### src/rtl/init_handshake_v3.sv
// Serial-link init handshake: answers "UTN" with "UTNv<VER>\n", then takes a 16-bit
// sample rate (LSB first), answers "OK\n" or "ERROR\n" and publishes the decoded rate.
module init_handshake_v3 #(
    parameter logic [7:0]  VER_CHAR          = 8'h33,
    parameter int unsigned TIMEOUT_CYC       = 12_000_000,
    parameter int unsigned TO_W              = 24,
    parameter bit          ALLOW_BEST_EFFORT = 1'b1
) (
    input  logic        clk,
    input  logic        rst,
    input  logic        rx_rq_i,
    input  logic [7:0]  dato_rx_i,
    output logic        rx_st_o,
    output logic        tx_rq_o,
    output logic [7:0]  dato_tx_o,
    input  logic        tx_st_i,
    output logic [2:0]  tiempo_sel_o,
    output logic [15:0] samp_rate_o,
    output logic        best_effort_o,
    output logic        init_ok_o,
    output logic        init_err_o,
    output logic        timeout_o,
    output logic        busy_o
);

    typedef enum logic [2:0] {
        S_IDLE, S_HDR_T, S_HDR_N, S_SEND, S_RX_LO, S_RX_HI, S_CHECK
    } state_t;

    typedef enum logic [1:0] {M_HELLO, M_OK, M_ERR} msg_t;

    // Wraps harmlessly when TIMEOUT_CYC is 0; the counter never runs then.
    localparam logic [TO_W-1:0] TO_LAST = TO_W'(TIMEOUT_CYC - 1);

    state_t          state_q, state_d;
    msg_t            msg_q, msg_d;
    logic [2:0]      idx_q, idx_d;
    logic            rx_rq_q, tx_st_q;
    logic            rx_st_q, rx_st_d;
    logic [7:0]      rx_byte_q, rx_byte_d;
    logic            tx_rq_q, tx_rq_d;
    logic [7:0]      dato_tx_q, dato_tx_d;
    logic [15:0]     rate_tmp_q, rate_tmp_d;
    logic [2:0]      tiempo_sel_q, tiempo_sel_d;
    logic [15:0]     samp_rate_q, samp_rate_d;
    logic            best_effort_q, best_effort_d;
    logic            init_ok_q, init_ok_d;
    logic            init_err_q, init_err_d;
    logic            timeout_q, timeout_d;
    logic [TO_W-1:0] to_cnt_q, to_cnt_d;

    logic            rx_take, rx_latch, rx_state, to_run;
    logic [3:0]      rate_chk;

    function automatic logic [7:0] rom_byte(input msg_t m, input logic [2:0] i);
        logic [7:0] b;
        b = 8'h0A;
        case (m)
            M_HELLO: case (i)
                3'd0:    b = 8'h55;
                3'd1:    b = 8'h54;
                3'd2:    b = 8'h4E;
                3'd3:    b = 8'h76;
                3'd4:    b = VER_CHAR;
                default: b = 8'h0A;
            endcase
            M_OK: case (i)
                3'd0:    b = 8'h4F;
                3'd1:    b = 8'h4B;
                default: b = 8'h0A;
            endcase
            M_ERR: case (i)
                3'd0:    b = 8'h45;
                3'd1:    b = 8'h52;
                3'd2:    b = 8'h52;
                3'd3:    b = 8'h4F;
                3'd4:    b = 8'h52;
                default: b = 8'h0A;
            endcase
            default: b = 8'h0A;
        endcase
        return b;
    endfunction

    function automatic logic [2:0] msg_last(input msg_t m);
        return (m == M_OK) ? 3'd2 : 3'd5;
    endfunction

    // Returns {valid, rate index}.
    function automatic logic [3:0] decode_rate(input logic [15:0] r);
        logic [3:0] res;
        case (r)
            16'd8000:  res = 4'b1000;
            16'd11025: res = 4'b1001;
            16'd16000: res = 4'b1010;
            16'd22050: res = 4'b1011;
            16'd24000: res = 4'b1100;
            16'd32000: res = 4'b1101;
            16'd44100: res = 4'b1110;
            16'd48000: res = 4'b1111;
            16'd0:     res = {ALLOW_BEST_EFFORT, 3'd0};
            default:   res = 4'b0000;
        endcase
        return res;
    endfunction

    always_ff @(posedge clk) begin
        if (rst) begin
            state_q       <= S_IDLE;
            msg_q         <= M_HELLO;
            idx_q         <= 3'd0;
            rx_rq_q       <= 1'b0;
            tx_st_q       <= 1'b0;
            rx_st_q       <= 1'b0;
            rx_byte_q     <= 8'h00;
            tx_rq_q       <= 1'b0;
            dato_tx_q     <= 8'h00;
            rate_tmp_q    <= 16'h0000;
            tiempo_sel_q  <= 3'd0;
            samp_rate_q   <= 16'h0000;
            best_effort_q <= 1'b0;
            init_ok_q     <= 1'b0;
            init_err_q    <= 1'b0;
            timeout_q     <= 1'b0;
            to_cnt_q      <= '0;
        end else begin
            state_q       <= state_d;
            msg_q         <= msg_d;
            idx_q         <= idx_d;
            rx_rq_q       <= rx_rq_i;
            tx_st_q       <= tx_st_i;
            rx_st_q       <= rx_st_d;
            rx_byte_q     <= rx_byte_d;
            tx_rq_q       <= tx_rq_d;
            dato_tx_q     <= dato_tx_d;
            rate_tmp_q    <= rate_tmp_d;
            tiempo_sel_q  <= tiempo_sel_d;
            samp_rate_q   <= samp_rate_d;
            best_effort_q <= best_effort_d;
            init_ok_q     <= init_ok_d;
            init_err_q    <= init_err_d;
            timeout_q     <= timeout_d;
            to_cnt_q      <= to_cnt_d;
        end
    end

    always_comb begin
        state_d       = state_q;
        msg_d         = msg_q;
        idx_d         = idx_q;
        rx_st_d       = rx_st_q;
        rx_byte_d     = rx_byte_q;
        tx_rq_d       = tx_rq_q;
        dato_tx_d     = dato_tx_q;
        rate_tmp_d    = rate_tmp_q;
        tiempo_sel_d  = tiempo_sel_q;
        samp_rate_d   = samp_rate_q;
        best_effort_d = best_effort_q;
        init_ok_d     = init_ok_q;
        init_err_d    = init_err_q;
        timeout_d     = 1'b0;
        rx_take       = 1'b0;
        rx_latch      = 1'b0;
        rate_chk      = decode_rate(rate_tmp_q);
        rx_state      = (state_q == S_IDLE) || (state_q == S_HDR_T) || (state_q == S_HDR_N) ||
                        (state_q == S_RX_LO) || (state_q == S_RX_HI);
        to_run        = ((state_q == S_HDR_T) || (state_q == S_HDR_N) ||
                         (state_q == S_RX_LO) || (state_q == S_RX_HI)) &&
                        !rx_st_q && (TIMEOUT_CYC != 0);

        // Bytes are only accepted in listening states; a request arriving during SEND waits.
        if (rx_st_q && !rx_rq_q) begin
            rx_st_d = 1'b0;
            rx_take = 1'b1;
        end else if (!rx_st_q && rx_rq_q && rx_state) begin
            rx_st_d   = 1'b1;
            rx_byte_d = dato_rx_i;
            rx_latch  = 1'b1;
        end

        case (state_q)
            S_IDLE: begin
                if (rx_take && rx_byte_q == 8'h55) state_d = S_HDR_T;
            end
            S_HDR_T: begin
                if (rx_take) begin
                    if (rx_byte_q == 8'h54)      state_d = S_HDR_N;
                    else if (rx_byte_q == 8'h55) state_d = S_HDR_T;
                    else                         state_d = S_IDLE;
                end
            end
            S_HDR_N: begin
                if (rx_take) begin
                    if (rx_byte_q == 8'h4E) begin
                        state_d    = S_SEND;
                        msg_d      = M_HELLO;
                        idx_d      = 3'd0;
                        init_ok_d  = 1'b0;
                        init_err_d = 1'b0;
                    end else if (rx_byte_q == 8'h55) begin
                        state_d = S_HDR_T;
                    end else begin
                        state_d = S_IDLE;
                    end
                end
            end
            S_SEND: begin
                if (!tx_rq_q && !tx_st_q) begin
                    tx_rq_d   = 1'b1;
                    dato_tx_d = rom_byte(msg_q, idx_q);
                end else if (tx_rq_q && tx_st_q) begin
                    tx_rq_d = 1'b0;
                    if (idx_q == msg_last(msg_q)) begin
                        idx_d = 3'd0;
                        case (msg_q)
                            M_HELLO: state_d = S_RX_LO;
                            M_OK: begin
                                init_ok_d = 1'b1;
                                state_d   = S_IDLE;
                            end
                            default: begin
                                init_err_d = 1'b1;
                                state_d    = S_IDLE;
                            end
                        endcase
                    end else begin
                        idx_d = idx_q + 3'd1;
                    end
                end
            end
            S_RX_LO: begin
                if (rx_take) begin
                    rate_tmp_d[7:0] = rx_byte_q;
                    state_d         = S_RX_HI;
                end
            end
            S_RX_HI: begin
                if (rx_take) begin
                    rate_tmp_d[15:8] = rx_byte_q;
                    state_d          = S_CHECK;
                end
            end
            S_CHECK: begin
                state_d = S_SEND;
                idx_d   = 3'd0;
                if (rate_chk[3]) begin
                    samp_rate_d   = rate_tmp_q;
                    tiempo_sel_d  = rate_chk[2:0];
                    best_effort_d = (rate_tmp_q == 16'd0);
                    msg_d         = M_OK;
                end else begin
                    msg_d = M_ERR;
                end
            end
            default: state_d = S_IDLE;
        endcase

        if (to_run && !rx_latch && to_cnt_q == TO_LAST) begin
            state_d   = S_IDLE;
            timeout_d = 1'b1;
        end

        to_cnt_d = to_run ? to_cnt_q + TO_W'(1) : '0;
        if (rx_latch || state_d != state_q) to_cnt_d = '0;
    end

    assign rx_st_o       = rx_st_q;
    assign tx_rq_o       = tx_rq_q;
    assign dato_tx_o     = dato_tx_q;
    assign tiempo_sel_o  = tiempo_sel_q;
    assign samp_rate_o   = samp_rate_q;
    assign best_effort_o = best_effort_q;
    assign init_ok_o     = init_ok_q;
    assign init_err_o    = init_err_q;
    assign timeout_o     = timeout_q;
    assign busy_o        = (state_q != S_IDLE);

endmodule
### config.mk
export PLATFORM = sky130hd
export DESIGN_NAME = init_handshake_v3
export DESIGN_NICKNAME = d
export VERILOG_FILES = /design/src/rtl/init_handshake_v3.sv
export SDC_FILE = /design/constraint.sdc
export NUM_CORES = 1
export LEC_CHECK = 0
export BUFFER_PORTS_ARGS = -buffer_cell sky130_fd_sc_hd__buf_2
export CAP_MARGIN = 20
export CORE_ASPECT_RATIO = 1.2
export CORE_MARGIN = 8
export CORE_UTILIZATION = 59
export DETAILED_ROUTE_END_ITERATION = 8
export GPL_TIMING_DRIVEN = 0
export PLACE_DENSITY = 0.8
export SYNTH_ARGS = -nofsm -noshare
export SYNTH_HDL_FRONTEND = slang
export SYNTH_SLANG_ARGS = --single-unit
### constraint.sdc
create_clock -name clk -period 2.8 [get_ports clk]
set_input_delay 0.14 -clock clk [delete_from_list [all_inputs] [get_ports clk]]
set_output_delay 0.14 -clock clk [all_outputs]
set_load 0.01 [all_outputs]
**Word level (Yosys, flattened, before mapping)**

Cells that the tools add are included.

- $add $sub $neg: 2
- Equality and inequality tests: 33
- Multiplexer cells: 48
- Bitwise logic cells: 2
- Reduce and logical (&&, ||, !) cells: 46

Operators with widths:

| kind | count |
|---|---|
| 3-bit 2-to-1 mux | 17 |
| 16-bit by 15-bit equality test with 1-bit output, second input constant | 3 |
| 7-bit case mux with 5 select lines | 1 |
| 16-bit by 14-bit equality test with 1-bit output, second input constant | 2 |
| 16-bit equality test, second input constant | 2 |
| 4-bit case mux with 8 select lines | 1 |
| 24-bit by 1-bit adder with 24-bit output, second input constant | 1 |
| 24-bit equality test, second input constant | 1 |
| 8-bit by 7-bit equality test with 1-bit output, second input constant | 3 |
| 8-bit case mux with 3 select lines | 1 |
| 3-bit case mux with 7 select lines | 1 |
| 7-bit case mux with 3 select lines | 1 |
| 1-bit 2-to-1 mux | 17 |
| 16-bit by 13-bit equality test with 1-bit output, second input constant | 1 |
| 16-bit logical NOT | 1 |
| 7-bit case mux with 2 select lines | 1 |
| 7-bit AND reduction | 2 |
| 3-bit by 2-bit equality test with 1-bit output, second input constant | 4 |
| 3-bit equality test, second input constant | 4 |
| 2-bit inequality test, second input constant | 6 |
| 2-bit AND reduction | 6 |
| 1-bit logical AND | 9 |
| 3-bit case mux with 3 select lines | 1 |
| 1-bit logical OR | 8 |
| other kinds (20) | 37 |

- Register bits: 91

**Longest topological paths before layout**

- Word-level depth: 15
- Depth in mapped cells: 9
- Gate-level depth less buffers: 8

**Least setup slack after synthesis**

Ideal clock, no wire load.

- Path kind: register to register
- From: register rate_tmp_q[1]
- To: register samp_rate_q[12] (netlist: samp_rate_o[12])
- Arrival time: 2.151 ns
- Required time: 2.728 ns
- Setup slack: 0.577 ns
- Stages on the path, launching flop included: 9
- Path buffers: 2
- Clock period less this slack: 2.223 ns
- Path through: dfxtp_1 or3_4 or2_4 or4_4 o311ai_2 o21a_1 buf_6 buf_12 mux2i_1

- Cells in the longest elaborated chain, start to end: 4
- Elaborated cells between the ends (all ways): 12

RTL lines:

| element | line | RTL |
|---|---|---|
| from (decl) | 43 | `logic [15:0] rate_tmp_q, rate_tmp_d;` |
| from (signal assigned) | 136 | `rate_tmp_q <= rate_tmp_d;` |
| 16-bit by 13-bit equality test with 1-bit output or 16-bit logical NOT (tied branches) | 92 | `case (r)` |
| 2-bit OR reduction (no source line) | n/a |  |
| 4-bit case mux with 8 select lines (*) | 92 |  |
| 2-bit AND reduction (no source line) (*) | n/a |  |
| to (signal assigned) | 138 | `samp_rate_q <= samp_rate_d;` |
| to (decl) | 45 | `logic [15:0] samp_rate_q, samp_rate_d;` |

Every way passes the cells marked *; elsewhere a longest branch is shown, timed or not.
A chain may end at the register's enable or synchronous reset.

**Worst setup path after layout**

- From: register rate_tmp_q[7]
- To: register samp_rate_q[0] (netlist: samp_rate_o[0])

The elaborated chain is that of the path after synthesis.

==> metrics.md <==
| Metric | Value |
|---|---|
| Outcome | finished clean |
| Power per Cell Area | 474 nW/µm² |
| Delay-heaviest family, CP | simple AND/OR/NAND/NOR gates |
| Most frequent cell on the critical path | o21ai_0 |
| Fin. Hold Viols | 0 |
| WP data arrival | 2820 ps |
| Syn avg cell area | 8.37 µm² |
| Mapped cell area | 4410 µm² |
| Hold Path Depth | 3 |
| Initial Util | 61.0% |
| Cts hold-fix bufs | 2 |
| CP Depth | 9 |
| Ratio of cells with drive above 1 in the final layout | 12.9% |
| Clk sink count | 90 |
| Die Height | 111 µm |
| Min-delay src | dato_rx_i[2] |
| Hold Path Class | input pin to flop |
| DR vias/cell | 5.73 |
| # diodes | 0 |
| Unrepaired setup endpoints after global routing | no |
| Critical path startpoint category | flop |
| Worst r2r src | rate_tmp_q[7]$_SDFFE_PP0P_ |
| Pleak | 1.86 nW |
| Clock H-tree levels | 3 |
| CTS Buffer Depth | 2 |
| Postcts setup bufs | 0 |
| Final ANT Viol Nets | 0 |
| Final-report setup violation count | 0 |
| Area delta synth->final | 13.2% |
| Wirelength per Cell | 14.9 µm |
| All-Layer GR Usage | 19.6% |
| DR DRC count | 0 |
| Post-synth top flop | dfxtp_1 |
| Number of buffers created by CTS | 9 |
| Critical Path End Type | flop |
| Clock-pin slew on the worst setup and hold paths | 90 ps |
| Largest net degree at the start of global routing | 16 |
| Slew headroom | 43.8% |
| Synth Net Count | 547 |
| Fmax | 385 MHz |
| Place WS | 258 ps |
| IO Count | 46 |
| Global-route wire length before repair | 17.0 mm |
| Count of cell types in the netlist | 65 |
| R2R depth | 9 |
| Die width | 94.9 µm |
| Antenna violations before repair | 0 |
| EDFF count, synth | 0 |
| WP buf/inv | 3 |
| CTS resizes | 0 |
| VDD IR max | 0.000439 V |
| Syn Inst Count | 527 |
| Crit share post-route | 92.7% |
| Clock latency on the worst-skew pair | 350 ps |
| Rows | 34 |
| Most common cell after layout, fill and taps aside | dfxtp_1 |
| CP peak stage delay | 570 ps |
| Iteration-0 DRC Markers | 312 |
| Most frequent cells in the layout | 90 x dfxtp_1, 83 x nor2_1, 59 x nand2_1, 43 x buf_2, 35 x mux2i_1 |
| Max Cap Viol | 0 |
| Port bufs | 43 |
| Overflow after GRT | 0 |
| DRT Pass-1 Iters | 4 |
| Critical path cell sequence | clkbuf_1 -> or3b_2 -> nor4_1 -> o21ai_0 -> nand2_1 -> o21a_1 -> buf_6 -> buf_12 -> o21ai_0 |
| Slew Viols, Final | 0 |
| Drt total wl | 10.1 mm |
| Sequential fraction of the synthesis area | 40.9% |
| Dpl hpwl | 7.57 mm |
| Setup ws final | 204 ps |
| Nets@finish | 603 |
| Vias | 3885 |
| Final RePlAce weighted congestion | 0.924 |
| Max FO, Critical Path | 10 |
| Crit Path Class | flop to flop |
| Yosys reg bits | 90 |
| Core footprint | 7230 µm² |
| Post-route minimum period | 2600 ps |
| Yosys warnings | 0 |
| CTS tree | done |
| Least-Margin Pin Slew | 838 ps |
| Ys async rst share | 0% |
| DIE AREA | 10500 µm² |
| Setup crit start | rate_tmp_q[7]$_SDFFE_PP0P_ |
| Vias in the first global route | 3652 |
| Crit-path slowest cell | or3b_2 |
| Setup TNS Final | 0 ps |
| Final clock skew | 10.7 ps |
| CTS root buf | clkbuf_8 |
| Worst endpoint required time | 3020 ps |
cell type report:
class / count / area (µm²)
clock inverters: 5 / 83.8
inverters: 16 / 60.1
repair buffers: 45 / 235
clock buffers: 11 / 151
flip-flops and latches: 90 / 1800
well taps: 90 / 113
multi-input cells: 397 / 2430
plain buffers: 24 / 119
fillers: 625 / 2240
sequential cells by signal (all words and copies together), names as in the netlist:
register       cells
state_q            3
samp_rate_o       16
rate_tmp_q        16
rx_st_o            1
msg_q              2
tx_st_q            1
init_err_o         1
to_cnt_q          24
dato_tx_o          7
init_ok_o          1
rx_byte_q          8
tx_rq_o            1
timeout_o          1
rx_rq_q            1
best_effort_o      1
tiempo_sel_o       3
idx_q              3
path summary, 6_finish.rpt:
check | slack, ps | end
hold / removal | 10 | rx_byte_q[2]$_SDFFE_PP0P_
setup reg to reg | 200 | samp_rate_o[0]$_SDFFE_PP0P_
setup / recovery | 200 | samp_rate_o[0]$_SDFFE_PP0P_
hold reg to reg | 460 | dato_tx_o[1]$_SDFFE_PP0P_
routing by layer:
metal  track usage [%]  wire length, µm
met1              25.0             4520
met2              31.5             4920
met5                 0                0
met4              7.10              159
met3              3.86              504
Yosys cell counts (all sizes together) (3+ instances only):
library cell	count	area share (%)
dfxtp	90	41
nor2	83	7.1
nand2	59	5.0
mux2i	35	7.9
o21ai	27	3.1
a21oi	22	2.5
clkbuf	20	1.7
nand3	19	2.2
inv	14	1.2
xor2	12	2.4
nand4	10	1.4
xnor2	10	2.0
nor2b	9	1.3
nor4	9	1.3
and3	8	1.1
ha	8	2.3
nor3	6	0.79
nor4bb	6	1.4
or3	6	0.96
nand2b	5	0.71
o211ai	5	0.85
a31oi	4	0.57
buf	4	0.96
nand3b	4	0.68
nor3b	4	0.68
or2	4	0.62
a211oi	3	0.51
and2	3	0.43
and4	3	0.60
or4b	3	0.68
tightest hold or removal path, stage by stage:
cell and delay [ps]:
buf_2 70, mux2i_1 50, nor2_1 70
power breakdown:
group | total (mW) | leakage [nW] | internal, mW | switching (mW)
clock network | 1.01 | 0.112 | 0.555 | 0.453
logic | 0.0614 | 1.02 | 0.0244 | 0.0370
registers | 1.30 | 0.726 | 1.29 | 0.00981
total | 2.37 | 1.86 | 1.87 | 0.500
cell families after synthesis:
kind of cell	after synthesis	synth area share (%)
other cells	1	0.0850
simple gates	249	28.6
compound gates	81	11.5
xor+xnor	22	4.37
mux	36	8.20
flops	90	40.9
buf+inv	40	4.06
fa+ha+maj	8	2.27
through the flow:
step           util, %  cell area, µm²  total power [mW]  instances  hold WS (ps)
6_report          69.0            4990              2.37        678          10.4
5_1_grt           69.0            4990              2.45        678          12.3
4_1_cts           69.0            4990              2.38        678          7.73
3_5_place_dp      65.5            4740              1.38        660           358
3_3_place_gp      65.5            4740              1.38        660           349
2_1_floorplan        -            4410              1.36        527           268
Note: power is estimated with default switching activity, not from simulation.
